--- src/rtl/uart_line_status_irq.sv ---
// -----------------------------------------------------------------------------
// uart_line_status_irq
//
// UART line status block. It provides:
//   - LSR  : live FIFO status bits plus sticky receive-error flags that clear
//            when the register is read
//   - ESR  : overrun flag and a saturating receive-error counter, cleared by
//            any write
//   - IER  : 3-bit interrupt enable register (LS / TXR / RXD)
//   - IIR  : prioritised interrupt identification code
//   - irq  : registered interrupt request
//
// Ports:
//   m_clk, reset         clock, synchronous active-high reset
//   address, rd_en,      register bus: one-cycle strobes; read data appears
//   wr_en, data_in,      on data_out_reg the cycle after rd_en
//   data_out_reg
//   FIFO_EN, wr_full_tx, live FIFO status inputs
//   wr_full_RX,
//   rd_empty_RX,
//   trigger_RX
//   rx_push              strobe: received character written to the RX FIFO
//   start_bit_error,     receive error flags, meaningful only with rx_push
//   parity_bit_error,
//   framing_stop_error
//   irq                  active-high interrupt request
//
// ERR_CNT_W must be in the range 1..7 so the count fits the ESR layout.
// -----------------------------------------------------------------------------
module uart_line_status_irq #(
  parameter int unsigned       ADDR_W    = 16,
  parameter logic [ADDR_W-1:0] IER_ADDR  = 16'h0001,
  parameter logic [ADDR_W-1:0] IIR_ADDR  = 16'h0002,
  parameter logic [ADDR_W-1:0] LSR_ADDR  = 16'h0004,
  parameter logic [ADDR_W-1:0] ESR_ADDR  = 16'h0005,
  parameter int unsigned       ERR_CNT_W = 7
) (
  input  logic              m_clk,
  input  logic              reset,
  input  logic [ADDR_W-1:0] address,
  input  logic              rd_en,
  input  logic              wr_en,
  input  logic [7:0]        data_in,
  output logic [7:0]        data_out_reg,
  input  logic              FIFO_EN,
  input  logic              wr_full_tx,
  input  logic              wr_full_RX,
  input  logic              rd_empty_RX,
  input  logic              trigger_RX,
  input  logic              rx_push,
  input  logic              start_bit_error,
  input  logic              parity_bit_error,
  input  logic              framing_stop_error,
  output logic              irq
);

  typedef enum logic [2:0] {
    IIR_NONE = 3'b001,
    IIR_TXR  = 3'b010,
    IIR_RXD  = 3'b100,
    IIR_LS   = 3'b110
  } iir_code_t;

  localparam logic [ERR_CNT_W-1:0] CNT_MAX = '1;
  localparam logic [ERR_CNT_W-1:0] CNT_ONE = ERR_CNT_W'(1);

  logic [2:0]           r_ier;
  logic                 r_err_framing;
  logic                 r_err_parity;
  logic                 r_err_start;
  logic                 r_overrun;
  logic [ERR_CNT_W-1:0] r_err_cnt;

  logic                 w_lsr_rd;
  logic                 w_esr_wr;
  logic                 w_ier_wr;
  logic                 w_ev_framing;
  logic                 w_ev_parity;
  logic                 w_ev_start;
  logic                 w_ev_overrun;
  logic                 w_ev_any;
  logic [7:0]           w_lsr_value;
  logic [6:0]           w_cnt_ext;
  logic [ERR_CNT_W-1:0] w_cnt_base;
  logic [ERR_CNT_W-1:0] w_cnt_next;
  logic                 w_src_ls;
  logic                 w_src_rxd;
  logic                 w_src_txr;
  iir_code_t            w_iir_code;
  logic                 w_rd_hit;
  logic [7:0]           w_rd_data;
  logic                 w_unused_data;

  // Only the low three bits of write data are ever stored.
  assign w_unused_data = ^data_in[7:3];

  assign w_lsr_rd = rd_en & (address == LSR_ADDR);
  assign w_esr_wr = wr_en & (address == ESR_ADDR);
  assign w_ier_wr = wr_en & (address == IER_ADDR);

  // Error inputs only count when a character is actually pushed.
  assign w_ev_framing = rx_push & framing_stop_error;
  assign w_ev_parity  = rx_push & parity_bit_error;
  assign w_ev_start   = rx_push & start_bit_error;
  assign w_ev_overrun = rx_push & wr_full_RX;
  assign w_ev_any     = w_ev_framing | w_ev_parity | w_ev_start | w_ev_overrun;

  // A read that coincides with a new event must still report that event,
  // otherwise it would be cleared without software ever seeing it.
  assign w_lsr_value = {r_err_start   | w_ev_start,
                        r_err_parity  | w_ev_parity,
                        r_err_framing | w_ev_framing,
                        trigger_RX, wr_full_RX, rd_empty_RX, wr_full_tx, FIFO_EN};

  assign w_cnt_ext = 7'(r_err_cnt);

  // The ESR clear is applied first so a same-cycle error counts from zero.
  assign w_cnt_base = w_esr_wr ? '0 : r_err_cnt;
  assign w_cnt_next = (w_ev_any && (w_cnt_base != CNT_MAX)) ? (w_cnt_base + CNT_ONE)
                                                            : w_cnt_base;

  assign w_src_ls  = r_ier[2] & (r_err_framing | r_err_parity | r_err_start | r_overrun);
  assign w_src_rxd = r_ier[0] & (FIFO_EN ? trigger_RX : ~rd_empty_RX);
  assign w_src_txr = r_ier[1] & ~wr_full_tx;

  always_comb begin
    // NOTE: every combinational output gets a default first so no path can
    // leave it unassigned and infer a latch.
    w_iir_code = IIR_NONE;
    if (w_src_ls)       w_iir_code = IIR_LS;
    else if (w_src_rxd) w_iir_code = IIR_RXD;
    else if (w_src_txr) w_iir_code = IIR_TXR;
  end

  always_comb begin
    w_rd_hit  = 1'b1;
    w_rd_data = 8'h00;
    if (address == IER_ADDR)      w_rd_data = {5'b0_0000, r_ier};
    else if (address == IIR_ADDR) w_rd_data = {5'b0_0000, w_iir_code};
    else if (address == LSR_ADDR) w_rd_data = w_lsr_value;
    else if (address == ESR_ADDR) w_rd_data = {w_cnt_ext, r_overrun};
    else                          w_rd_hit  = 1'b0;
  end

  // NOTE: state registers use non-blocking assignments so every register
  // samples pre-edge values; this is what lets a combined read/write return
  // the old contents.
  always_ff @(posedge m_clk) begin
    if (reset) begin
      data_out_reg  <= 8'h00;
      irq           <= 1'b0;
      r_ier         <= 3'b000;
      r_err_framing <= 1'b0;
      r_err_parity  <= 1'b0;
      r_err_start   <= 1'b0;
      r_overrun     <= 1'b0;
      r_err_cnt     <= '0;
    end else begin
      if (rd_en && w_rd_hit) data_out_reg <= w_rd_data;
      if (w_ier_wr)          r_ier        <= data_in[2:0];

      // Set wins over the clear-on-read.
      r_err_framing <= (r_err_framing & ~w_lsr_rd) | w_ev_framing;
      r_err_parity  <= (r_err_parity  & ~w_lsr_rd) | w_ev_parity;
      r_err_start   <= (r_err_start   & ~w_lsr_rd) | w_ev_start;
      r_overrun     <= (r_overrun     & ~w_esr_wr) | w_ev_overrun;
      r_err_cnt     <= w_cnt_next;

      irq <= (w_iir_code != IIR_NONE);
    end
  end

endmodule

--- config.mk ---
export PLATFORM = sky130hd
export DESIGN_NAME = uart_line_status_irq
export DESIGN_NICKNAME = d
export VERILOG_FILES = /design/src/rtl/uart_line_status_irq.sv
export SDC_FILE = /design/constraint.sdc
export NUM_CORES = 1
export LEC_CHECK = 0
export CORE_ASPECT_RATIO = 1.1
export CORE_UTILIZATION = 41
export CTS_BUF_LIST = sky130_fd_sc_hd__clkbuf_2
export CTS_CLUSTER_SIZE = 20
export DETAILED_ROUTE_END_ITERATION = 16
export GPL_ROUTABILITY_DRIVEN = 1
export PLACE_DENSITY = 0.84
export SLEW_MARGIN = 30
export SYNTH_ARGS = -nofsm -noshare
export SYNTH_HDL_FRONTEND = slang
export SYNTH_SLANG_ARGS = --single-unit
--- constraint.sdc ---
create_clock -name m_clk -period 3.23 [get_ports m_clk]
set_clock_uncertainty 0.2 [all_clocks]
set_input_delay 0.323 -clock m_clk [delete_from_list [all_inputs] [get_ports m_clk]]
set_output_delay 0.323 -clock m_clk [all_outputs]
set_load 0.02 [all_outputs]
# Word-level counts from Yosys, hierarchy flattened
# Cells that the tools add are included.
# word_totals
wordCells,62
ram_bits,0
mem_bits_ro,0
latch_bits,0
n_memories,0
ff_bits,23
inputBits,37
# classes
addsub,1
mul,0
n_div,0
n_eq_ne,6
n_bitwise,31
order_cmp,0
n_reduce_logical,2
shift,0
muxes,14
# op_table
operator,n
$eq A16 B3 Y1 const B,2
$mux W8,4
$eq A16 B1 Y1 const B,1
$eq A16 B2 Y1 const B,1
$and A1 B1 Y1,14
$mux W7,2
$or A1 B1 Y1,13
$add A7 B1 Y7 const B,1
$ne A7 B7 Y1 const B,1
$mux W3,2
$mux W1,5
$not A1 Y1,4
$ne A3 B1 Y1 const B,1
$logic_and A1 B1 Y1,2
$mux W2,1

# Depth between registers and ports, before layout
# depth
depth_word,7
depth_mapped,10
mapped_depth_nobuf,10

# Worst setup path before layout
# OpenSTA, ideal clock, no wires.
# synth_timing
kind,input -> register
from,input port address[14]
to,register r_err_cnt[5]
t_required_ps,2898
slack_ps,189
arrival_time_ps,2710
n_path_buf,0
path_stages,10
path_cell_list,or4_4 > or4_4 > nor3_4 > and2b_1 > ha_1 > nand3_1 > o21ai_0 > nor3_1 > xnor2_1 > nor3_1
# synth_between
elab_chain_cells,6
# synth_rtl
item,line_no,source
"start, declared",40,"input logic [ADDR_W-1:0] address,"
$eq A16 B3 Y1 (*),98,assign w_esr_wr = wr_en & (address == ESR_ADDR);
$and A1 B1 Y1 (*),98,
$mux W7 (*),118,assign w_cnt_base = w_esr_wr ? '0 : r_err_cnt;
"parallel branches: the longest is 2 deep, another holds $add A7 B1 Y7",-,
$mux W7 (*),119,assign w_cnt_next = (w_ev_any && (w_cnt_base != CNT_MAX)) ? (w_cnt_base + CNT_ONE)
"end signal, assigned",167,r_err_cnt <= w_cnt_next;
"end, declared",72,logic [ERR_CNT_W-1:0] r_err_cnt;
# Mark *: on every way between the ends.
# A chain may end at the register's enable or synchronous reset.

# Worst setup path in the final report
# layout_timing
from,input port address[14]
to,register r_err_cnt[4]
# Same word-level chain as after synthesis.

==> results by group <==
Drt
  • Via-to-Cell Ratio: ~5.8
  • Wire length on met2: 1710 um
  • Antenna-violating nets left: 0
  • Routed wire length: between 3000 and 4000 um
  • Drt wl/cell: 14.0 um
  • Initial DRC count: 37
  • WL met1: between 1000 and 1500 um
  • Top Metal Used: met4
  • DRT Pass-1 Iters: 4
  • Via total after detailed routing: roughly 1300
  • Met3 WL: 161 um
  • Drc violations: 0

Synthesis
  • Syn Area/Cell: ~8.3 um^2
  • Top cell type by total area after synthesis: dfxtp_1
  • Top-count cell post-synth: dfxtp_1
  • Synthesized cell area: ~1300 um^2
  • Post-synth EDFFs: 0
  • Simple-Gate Fraction of Synth Area: between 20% and 30%
  • Top_reg_cell synth: dfxtp_1
  • Synth Warn #: 0
  • Sequential element share of the synthesized area: 36.0%
  • Synth top area cells: dfxtp_1, nor2_1, a21oi_1, a22oi_1, mux2_2
  • Post-synthesis mux area share: 5.88%
  • Main combinational cell family by area after synthesis: simple AND/OR/NAND/NOR gates
  • Post-Syn Instances: 153
  • Syn nets: roughly 190
  • Post-Synth Adder-Cell Area: less than 1%
  • Register bit total from synthesis: 23
  • Post-Synth XOR/XNOR Area: under 10%
  • Compound-cell area share of the yosys netlist: between 20% and 30%
  • Synth cell types: between 40 and 50
  • Post-synth top cells: dfxtp_1, nor2_1, nand2_1, a21oi_1, o21ai_0
  • Top-area cell type share of the netlist area: between 30% and 40%
  • Post-synth ARST share: 0%

Timing
  • Slew HR: 62.6%
  • Worst-Margin Slew: 0.553 ns
  • Unrepaired setup endpoints after global routing: false
  • Min Tclk post-route: a little over 3 ns
  • Finish-stage setup viols: 0
  • Final Cycle Share: 93.7%
  • Maximum clock rate: around 330 MHz
  • Fin. max-slew vios: 0
  • Final hold vios: 0

CTS
  • CTS Hold Buffers Added: 0
  • Num CTS Buffers: 3
  • Longest Clk Path Bufs: 2
  • Clock transition at path regs: roughly 0.21 ns
  • Max H-tree Level: 1
  • Clk_lat worst skew: about 0.34 ns
  • CTS tree: yes
  • Setup bufs post-CTS: 0
  • Root Driver: clkbuf_2
  • CTS resizes: 0
  • Sink Count: 23

Layout
  • Fin cells: 233
  • Fin nets: between 200 and 250
  • Area of the multi-input gates: slightly below 800 um^2
  • Diodes inserted: 0
  • Sequential Area: between 400 and 500 um^2
  • Area delta synth->final: 39.9%
  • Share of cells above drive strength 1: between 10% and 20%
  • Fill count: between 200 and 300
  • Max reg flops: 8

Critical path
  • Critical setup path kind: input port to register
  • CP Max Fanout: 3
  • CP Capture Type: register
  • CP Launch Type: input port
  • FF-to-FF setup slack: roughly 1.1 ns
  • Crit path DAT: approximately 3.1 ns
  • Worst Path Required: 3.31 ns

Global route
  • First-pass GRT wire length: about 5400 um
  • GR Util All Layers: around a fifth
  • Largest net degree at the start of global routing: 23
  • Initial antenna violation count: 0
  • Vias in the first global route: around 1300
  • Grt ovf: 0

Placed design
  • Port bufs: 40
  • DP HPWL: 2620 um
  • GP Congestion: around 0.83
  • DP Cell Count: about 230

Floorplan
  • # rows: 20
  • IO Pins: 46
  • Die area: roughly 3300 um^2
  • Die Ht: slightly above 60 um
  • Die Wd: 55.2 um
  • Core box area: roughly 2900 um^2
  • Initial Utilization: 44.8%

Power
  • Peak supply drop: ~0.23 mV
  • LEAKAGE: between 0.0006 and 0.0007 uW
  • Final Total Pwr: 502 uW
  • PwrDens: 281 nW/um^2

Min path
  • Min-Delay Path Class: register to register

Run status
  • Status: finished clean

Flow run
  • Max_cap viols: 0
-- power breakdown --
group | leakage [uW] | total, uW | internal [uW] | switching, uW
clock | 0.0000164 | 115 | 28.1 | 86.8
combinational | 0.000459 | 92.5 | 54.3 | 38.2
sequential | 0.000187 | 295 | 290 | 5.02
total | 0.000662 | 502 | 372 | 130
-- cell usage in the layout (no fill, tap or decap), types with 2 or more instances in the layout --
| cell | count |
|---|---|
| nor4_1 | 2 |
| or3_1 | 2 |
| a211oi_1 | 4 |
| a21oi_1 | 10 |
| nand2b_1 | 3 |
| xnor2_1 | 3 |
| nand2_1 | 12 |
| clkdlybuf4s50_1 | 40 |
| mux2_2 | 4 |
| and2_1 | 3 |
| or2_2 | 2 |
| nor2_1 | 16 |
| or4_4 | 2 |
| inv_1 | 5 |
| clkbuf_2 | 3 |
| buf_4 | 10 |
| a22oi_1 | 6 |
| dfxtp_1 | 23 |
| o21ai_0 | 7 |
| nand3_1 | 6 |
| mux2i_1 | 3 |
| nor3_1 | 6 |
| and2b_1 | 2 |
-- worst paths after layout --
| kind | start | end | cells after the start |
|---|---|---|---|
| worst max-delay path | address[14] | r_err_cnt[4] | 12 |
| worst min-delay path | data_out_reg[1] | data_out_reg[1] | 2 |
| worst max register to register | r_err_framing | data_out_reg[1] | 5 |
| worst min register to register | data_out_reg[1] | data_out_reg[1] | 2 |
-- final cells by class --
cell class / instances / share of cell area [%]
clock buffers: 3 / 0.840
clock inverters: 1 / 0.280
inverters: 5 / 1.05
flip-flops and latches: 23 / 25.8
repair buffers: 50 / 26.6
well taps: 33 / 2.31
multi-input cells: 118 / 43.1
-- cells by family (layout without fill, tap and decap cells) --
logic type,count (synthesis),in the layout
AOI/OAI and AO/OA,42,42
xor gates and xnor gates,4,4
adders and majority gates,1,1
buffers and inverters,12,59
DFF,23,23
muxes,7,7
and+or+nand+nor,64,64
-- worst max-delay path, cell delays in order --
cell	delay, ns
clkdlybuf4s50_1	0.40
or4_4	0.55
or4_4	0.57
nor3_4	0.15
and2b_1	0.20
ha_1	0.20
nand3_1	0.10
buf_4	0.11
or2_2	0.10
nand4_1	0.11
xor2_1	0.16
nor3_1	0.12
-- per-stage QoR --
stage	setup TNS, ns	utilization [%]	setup WS (ns)	hold slack (ns)	cell area, um^2
after global routing	0	62.6	0.0428	0.331	1790
after global placement	-0.344	61.9	-0.128	0.283	1770
final	0	62.6	0.204	0.305	1790
after CTS	0	62.6	0.203	0.312	1790
after floorplan	0	-	0.189	0.222	1280
after detailed placement	-0.594	61.9	-0.162	0.282	1770
-- per-layer routing --
metal / vias up / global-route usage, %
li1: 654 / -
met1: 641 / 23.5
met2: 49 / 39.8
met3: 5 / 2.56
met4: 0 / 6.43
met5: - / 0
Power figures use the tool's default switching activity.
